### config.mk
export PLATFORM = sky130hd
export DESIGN_NAME = ac97_frame_tx
export DESIGN_NICKNAME = d
export VERILOG_FILES = /design/src/rtl/ac97_pkg.sv /design/src/rtl/ac97_slot_packer.sv /design/src/rtl/ac97_frame_tx.sv
export SDC_FILE = /design/constraint.sdc
export NUM_CORES = 1
export LEC_CHECK = 0
export CORE_MARGIN = 4
export CORE_UTILIZATION = 45
export CTS_CLUSTER_DIAMETER = 40
export DETAILED_ROUTE_END_ITERATION = 8
export PLACE_DENSITY = 0.69
export SYNTH_ARGS = -nofsm -noshare
export SYNTH_HDL_FRONTEND = slang
export SYNTH_SLANG_ARGS = --single-unit
### constraint.sdc
create_clock -name BIT_CLK -period 3 [get_ports BIT_CLK]
set_input_delay 0.75 -clock BIT_CLK [delete_from_list [all_inputs] [get_ports BIT_CLK]]
set_output_delay 0.75 -clock BIT_CLK [all_outputs]
set_load 0.05 [all_outputs]
### src/rtl/ac97_pkg.sv
// Shared constants, tag layout and command FSM encoding for the AC'97 link transmitter.
`timescale 1ns/1ps
package ac97_pkg;

  localparam int FRAME_BITS = 256;
  localparam int SYNC_BITS  = 16;
  localparam int SLOT_BITS  = 20;

  localparam int TAG_MSB = 255;
  localparam int S1_MSB  = 239;
  localparam int S2_MSB  = 219;
  localparam int S3_MSB  = 199;
  localparam int S4_MSB  = 179;

  localparam int TAG_FRAME_VALID = 15;
  localparam int TAG_S1_VALID    = 14;
  localparam int TAG_S2_VALID    = 13;
  localparam int TAG_S3_VALID    = 12;
  localparam int TAG_S4_VALID    = 11;

  typedef enum logic {
    CMD_IDLE = 1'b0,
    CMD_PEND = 1'b1
  } cmd_state_e;

  // Unsigned-offset 18-bit sample to left-justified two's-complement slot.
  function automatic logic [SLOT_BITS-1:0] pcm_to_slot(input logic [17:0] s);
    return {~s[17], s[16:0], 2'b00};
  endfunction

endpackage

### src/rtl/ac97_slot_packer.sv
// Combinational assembly of one 256-bit AC'97 output frame from tag valids and payloads.
`timescale 1ns/1ps
module ac97_slot_packer
  import ac97_pkg::*;
(
  input  logic                  cmd_valid_i,
  input  logic                  pcm_valid_i,
  input  logic [6:0]            cmd_addr_i,
  input  logic [15:0]           cmd_data_i,
  input  logic [17:0]           pcm_left_i,
  input  logic [17:0]           pcm_right_i,
  output logic [FRAME_BITS-1:0] frame_o
);

  logic [15:0] tag;

  always_comb begin
    tag                  = '0;
    tag[TAG_S1_VALID]    = cmd_valid_i;
    tag[TAG_S2_VALID]    = cmd_valid_i;
    tag[TAG_S3_VALID]    = pcm_valid_i;
    tag[TAG_S4_VALID]    = pcm_valid_i;
    tag[TAG_FRAME_VALID] = cmd_valid_i | pcm_valid_i;
  end

  always_comb begin
    frame_o              = '0;
    frame_o[TAG_MSB -: 16] = tag;
    // Slots without a tag bit stay zero so idle frames are entirely quiet.
    if (cmd_valid_i) begin
      frame_o[S1_MSB -: SLOT_BITS] = {1'b0, cmd_addr_i, 12'h000};
      frame_o[S2_MSB -: SLOT_BITS] = {cmd_data_i, 4'h0};
    end
    if (pcm_valid_i) begin
      frame_o[S3_MSB -: SLOT_BITS] = pcm_to_slot(pcm_left_i);
      frame_o[S4_MSB -: SLOT_BITS] = pcm_to_slot(pcm_right_i);
    end
  end

endmodule

### src/rtl/ac97_frame_tx.sv
// AC'97 link transmitter: bit counter, command FSM, frame shift register and registered link outputs.
`timescale 1ns/1ps
module ac97_frame_tx
  import ac97_pkg::*;
(
  input  logic        BIT_CLK,
  input  logic        RESET,
  input  logic [17:0] PCM_LEFT,
  input  logic [17:0] PCM_RIGHT,
  input  logic        PCM_EN,
  input  logic        CMD_VALID,
  input  logic [6:0]  CMD_ADDR,
  input  logic [15:0] CMD_DATA,
  output logic        CMD_READY,
  output logic        SYNC,
  output logic        SDATA_OUT,
  output logic        FRAME_SIG
);

  logic [7:0]            bit_cnt_q, bit_cnt_d;
  logic                  hold_q;
  logic [FRAME_BITS-1:0] shift_q, shift_d;
  logic [FRAME_BITS-1:0] frame;
  logic                  sync_q, sync_d;
  logic                  sdata_q, sdata_d;
  logic                  fsig_q, fsig_d;
  cmd_state_e            state_q, state_d;
  logic [6:0]            cmd_addr_q, cmd_addr_d;
  logic [15:0]           cmd_data_q, cmd_data_d;
  logic                  load;

  // hold_q keeps bit_cnt at 255 for one cycle after reset so FRAME_SIG fires before the first frame.
  assign load = (bit_cnt_q == 8'd255) && !hold_q;

  ac97_slot_packer u_packer (
    .cmd_valid_i (state_q == CMD_PEND),
    .pcm_valid_i (PCM_EN),
    .cmd_addr_i  (cmd_addr_q),
    .cmd_data_i  (cmd_data_q),
    .pcm_left_i  (PCM_LEFT),
    .pcm_right_i (PCM_RIGHT),
    .frame_o     (frame)
  );

  always_comb begin
    bit_cnt_d = hold_q ? bit_cnt_q : bit_cnt_q + 8'd1;
    if (load) begin
      sdata_d = frame[FRAME_BITS-1];
      shift_d = {frame[FRAME_BITS-2:0], 1'b0};
    end else begin
      sdata_d = shift_q[FRAME_BITS-1];
      shift_d = {shift_q[FRAME_BITS-2:0], 1'b0};
    end
    sync_d = (bit_cnt_d < 8'(SYNC_BITS));
    fsig_d = (bit_cnt_d == 8'd255);
  end

  // Handshake: a command transfers on an edge where CMD_VALID and CMD_READY are both high;
  // CMD_READY stays low until the pending command has been loaded into a frame.
  always_comb begin
    state_d    = state_q;
    cmd_addr_d = cmd_addr_q;
    cmd_data_d = cmd_data_q;
    case (state_q)
      CMD_IDLE: begin
        if (CMD_VALID) begin
          state_d    = CMD_PEND;
          cmd_addr_d = CMD_ADDR;
          cmd_data_d = CMD_DATA;
        end
      end
      CMD_PEND: begin
        if (load) state_d = CMD_IDLE;
      end
      default: state_d = CMD_IDLE;
    endcase
  end

  always_ff @(posedge BIT_CLK) begin
    if (RESET) begin
      bit_cnt_q  <= 8'd255;
      hold_q     <= 1'b1;
      shift_q    <= '0;
      sync_q     <= 1'b0;
      sdata_q    <= 1'b0;
      fsig_q     <= 1'b0;
      state_q    <= CMD_IDLE;
      cmd_addr_q <= '0;
      cmd_data_q <= '0;
    end else begin
      bit_cnt_q  <= bit_cnt_d;
      hold_q     <= 1'b0;
      shift_q    <= shift_d;
      sync_q     <= sync_d;
      sdata_q    <= sdata_d;
      fsig_q     <= fsig_d;
      state_q    <= state_d;
      cmd_addr_q <= cmd_addr_d;
      cmd_data_q <= cmd_data_d;
    end
  end

  assign CMD_READY = (state_q == CMD_IDLE);
  assign SYNC      = sync_q;
  assign SDATA_OUT = sdata_q;
  assign FRAME_SIG = fsig_q;

endmodule

==> flow_metrics.env <==
export IMPL_power_leakage_uw=0.00219
export IMPL_route_antenna_remaining_nets=0
export IMPL_startpoint_type="register"
export IMPL_place_port_buffers=66
export IMPL_post_dp_hpwl_mm=4.60
export IMPL_main_synth_ff_type="sky130_fd_sc_hd__dfxtp_1"
export IMPL_dpl_cell_area_um2=4950
export IMPL_syn_num_nets=443
export IMPL_cts_root_buf="sky130_fd_sc_hd__clkbuf_8"
export IMPL_synth_seq_area_share_pct=60.3
export IMPL_main_combinational_cell_family_by_area_after_synthesis="compound AO/OA/AOI/OAI gates"
export IMPL_hold_viol=0
export IMPL_setup_tns_final_ps=0
export IMPL_drt_iter0_drc=90
export IMPL_syn_avg_cell_area_um2=11.3
export IMPL_clk_latency_ps=510
export IMPL_finClkSkew_ps=8.41
export IMPL_cp_end_kind="output pin"
export IMPL_max_freq_mhz=396
export IMPL_crit_type="register to output pin"
export IMPL_synth_seq_cells=129
export IMPL_post_synth_fa_ha_maj_area_fraction_pct=0.292
export IMPL_synthXorXnorAreaFrac_pct=1.43
export IMPL_post_synth_and_or_nand_nor_area_fraction_pct=14.9
export IMPL_grt_pass1_vias=2777
export IMPL_netlist_cell_type_count=39
export IMPL_worst_slew_pin_slew_ps=715
export IMPL_drive_gt1_share_pct=12.7
export IMPL_worst_hold_slack_ps=424
export IMPL_pin_count_of_the_biggest_net_entering_global_routing=72
export IMPL_nets_finish=508
export IMPL_clockBufferDepth=2
export IMPL_grt_first_pass_wirelength_mm=12.9
export IMPL_postCtsResizedCells=0
export IMPL_r2r_cells=6
export IMPL_grt_antenna_before_repair=0
export IMPL_gp_congestion=0.797
export IMPL_cp_required_ps=2250
export IMPL_min_period_over_period_pct=84.2
export IMPL_fin_total_pwr_uw=4250
export IMPL_reg2reg_to="shift_q[197]$_SDFF_PP0_"
export IMPL_netlist_top_cell_by_area="sky130_fd_sc_hd__dfxtp_1"
export IMPL_netlist_instances=379
export IMPL_max_cap_violations=0
export IMPL_fillers=817
export IMPL_crit_start="state_q$_SDFF_PP0_"
export IMPL_vias=2812
export IMPL_cts_tree="yes"
export IMPL_post_synthesis_compound_gate_area_fraction_pct=17.8
export IMPL_core_rowCount=35
export IMPL_yosysWarningCount=0
export IMPL_final_area_um2=5550
export IMPL_unrepaired_setup_endpoints_after_global_routing="no"
export IMPL_status="finished, final reports clean"
export IMPL_pwr_density_cell_nw_per_um2=766
export IMPL_avgViaCountPerCell=4.80
export IMPL_chipHeight_um=106
export IMPL_die_width_um=106
export IMPL_area_growth_syn_to_layout_pct=29.5
export IMPL_final_instance_count_excl_fill=586
export IMPL_wl_mm=7.69
export IMPL_dp_cells=554
export IMPL_cts_hold_buf=0
export IMPL_track_usage_pct=14.6
export IMPL_regToRegSetupSlack_ps=870
export IMPL_cts_htree_levels=4
export IMPL_timing_final_setup_violations=0
export IMPL_cts_buffers_inserted=17
export IMPL_cts_repair_timing_setup_buffer_count=0
export IMPL_slew_violations=0
export IMPL_design_portCount=67
export IMPL_synth_edff_count=0
export IMPL_route_detailed_wl_per_inst_um=13.1
export IMPL_slew_limit_headroom_pct=52.2
export IMPL_clk_transition_reported_paths_ps=60
export IMPL_worstSetupEndpoint="CMD_READY"
export IMPL_first_pass_iters=4
export IMPL_final_min_clock_period_ps=2530
export IMPL_synth_area_um2=4280
export IMPL_multi_input_area_um2=1480
export IMPL_netlist_area_leader_share_pct=60.3
export IMPL_ys_top_cells_by_area="sky130_fd_sc_hd__dfxtp_1, sky130_fd_sc_hd__a22o_1, sky130_fd_sc_hd__and2_1"
export IMPL_initial_utilization_pct=46.3
export IMPL_yosys_mux_area_fraction_pct=0
export IMPL_cts_num_sinks=129
export IMPL_highest_ir_drop_seen_on_vdd_uv=328
export IMPL_grt_remaining_overflow=0
export IMPL_arrival_time_at_the_worst_endpoint_ps=1780
export IMPL_core_area_um2=9240
export IMPL_seqCellArea_um2=2580
export IMPL_die_area_um2=11100
export IMPL_hold_path_class="register to register"
export IMPL_async_flop_share_pct=0
export IMPL_regToRegStartpoint="bit_cnt_q[0]$_SDFF_PP1_"
export IMPL_detail_route_drc_violations=0
export IMPL_critPathMaxFanout=6
export IMPL_antennaDiodeCount=0
==> flip-flops by register name (all words and copies together) (netlist names) <==
name and flops:
shift_q 93, SYNC 1, state_q 1, SDATA_OUT 1, cmd_data_q 16, hold_q 1
cmd_addr_q 7, bit_cnt_q 8, FRAME_SIG 1
==> final cells by class <==
type	count	share of cell area, %
Clock buffer	17	7.47
Multi-Input combinational cell	223	26.7
Sequential cell	129	46.6
Clock inverter	15	3.29
Tap cell	129	2.91
Timing Repair Buffer	72	13.0
Inverter	1	0.0677
==> cells in the mapped netlist (2+ instances only) <==
cell / number
sky130_fd_sc_hd__nor3_1: 2
sky130_fd_sc_hd__dfxtp_1: 129
sky130_fd_sc_hd__nor2b_1: 3
sky130_fd_sc_hd__o2bb2ai_1: 2
sky130_fd_sc_hd__a21o_1: 2
sky130_fd_sc_hd__a211oi_1: 2
sky130_fd_sc_hd__o21ai_0: 2
sky130_fd_sc_hd__a21oi_1: 25
sky130_fd_sc_hd__nor3b_1: 3
sky130_fd_sc_hd__buf_2: 2
sky130_fd_sc_hd__nand2_1: 53
sky130_fd_sc_hd__nand2b_1: 6
sky130_fd_sc_hd__xor2_1: 3
sky130_fd_sc_hd__a31oi_1: 2
sky130_fd_sc_hd__buf_12: 3
sky130_fd_sc_hd__nand4b_1: 3
sky130_fd_sc_hd__clkbuf_1: 11
sky130_fd_sc_hd__a22o_2: 12
sky130_fd_sc_hd__a21o_2: 2
sky130_fd_sc_hd__buf_6: 9
sky130_fd_sc_hd__a22o_1: 44
sky130_fd_sc_hd__nor2_1: 8
sky130_fd_sc_hd__xnor2_1: 4
sky130_fd_sc_hd__and2_1: 32
==> worst min path at each step <==
stage | startpoint | endpoint | cells after the start
6_report | shift_q[249]$_SDFF_PP0_ | shift_q[250]$_SDFF_PP0_ | 1
5_1_grt | shift_q[249]$_SDFF_PP0_ | shift_q[250]$_SDFF_PP0_ | 1
4_1_cts | shift_q[222]$_SDFF_PP0_ | shift_q[223]$_SDFF_PP0_ | 1
3_5_place_dp | shift_q[244]$_SDFF_PP0_ | shift_q[245]$_SDFF_PP0_ | 1
3_3_place_gp | shift_q[222]$_SDFF_PP0_ | shift_q[223]$_SDFF_PP0_ | 1
2_1_floorplan | shift_q[253]$_SDFF_PP0_ | shift_q[254]$_SDFF_PP0_ | 1
==> cell usage in the layout, fill, tap and decap left out, types with 5 or more instances in the layout <==
cell	Yosys	routed
sky130_fd_sc_hd__dfxtp_1	129	129
sky130_fd_sc_hd__clkdlybuf4s50_1	0	66
sky130_fd_sc_hd__nand2_1	53	53
sky130_fd_sc_hd__a22o_1	44	44
sky130_fd_sc_hd__and2_1	32	32
sky130_fd_sc_hd__a21oi_1	25	25
sky130_fd_sc_hd__clkbuf_16	0	16
sky130_fd_sc_hd__a22o_2	12	12
sky130_fd_sc_hd__nor2_1	8	7
sky130_fd_sc_hd__nand2b_1	6	6
sky130_fd_sc_hd__buf_4	1	5
==> per-stage QoR <==
step                      setup WS [ps]  util [%]
after floorplan                    1170         -
after global placement              660      53.6
after detailed placement            635      53.6
after CTS                           448      60.0
after global routing                407      60.0
final                               473      60.0
==> critical path, stage by stage, from the launching register on <==
cell	delay, ps
sky130_fd_sc_hd__dfxtp_1	350
sky130_fd_sc_hd__inv_1	110
sky130_fd_sc_hd__clkdlybuf4s50_1	810
==> logic make-up (layout without fill, tap and decap cells) <==
| logic type | after synthesis | in the layout |
|---|---|---|
| buffers and inverters | 27 | 105 |
| XOR/XNOR | 7 | 7 |
| AO/OA/AOI/OAI | 98 | 98 |
| adder cells (fa/ha/maj) | 1 | 1 |
| flip-flops | 129 | 129 |
| AND/OR/NAND/NOR | 117 | 117 |
==> where the power goes <==
part	internal, µW	leakage (µW)	total, µW	switching (µW)
Clock	1270	0.000282	2040	772
Combinational	182	0.000864	368	186
Sequential	1790	0.00105	1840	50.0
==> routing by layer <==
layer	vias to the layer above	track usage [%]	share of wire, %
met5	-	0	0
met4	0	8.05	1.5
met3	9	4.04	4.6
met2	58	21.6	45
met1	1296	19.4	49
li1	1449	-	-
No activity file was read; power rests on OpenSTA's default activity.
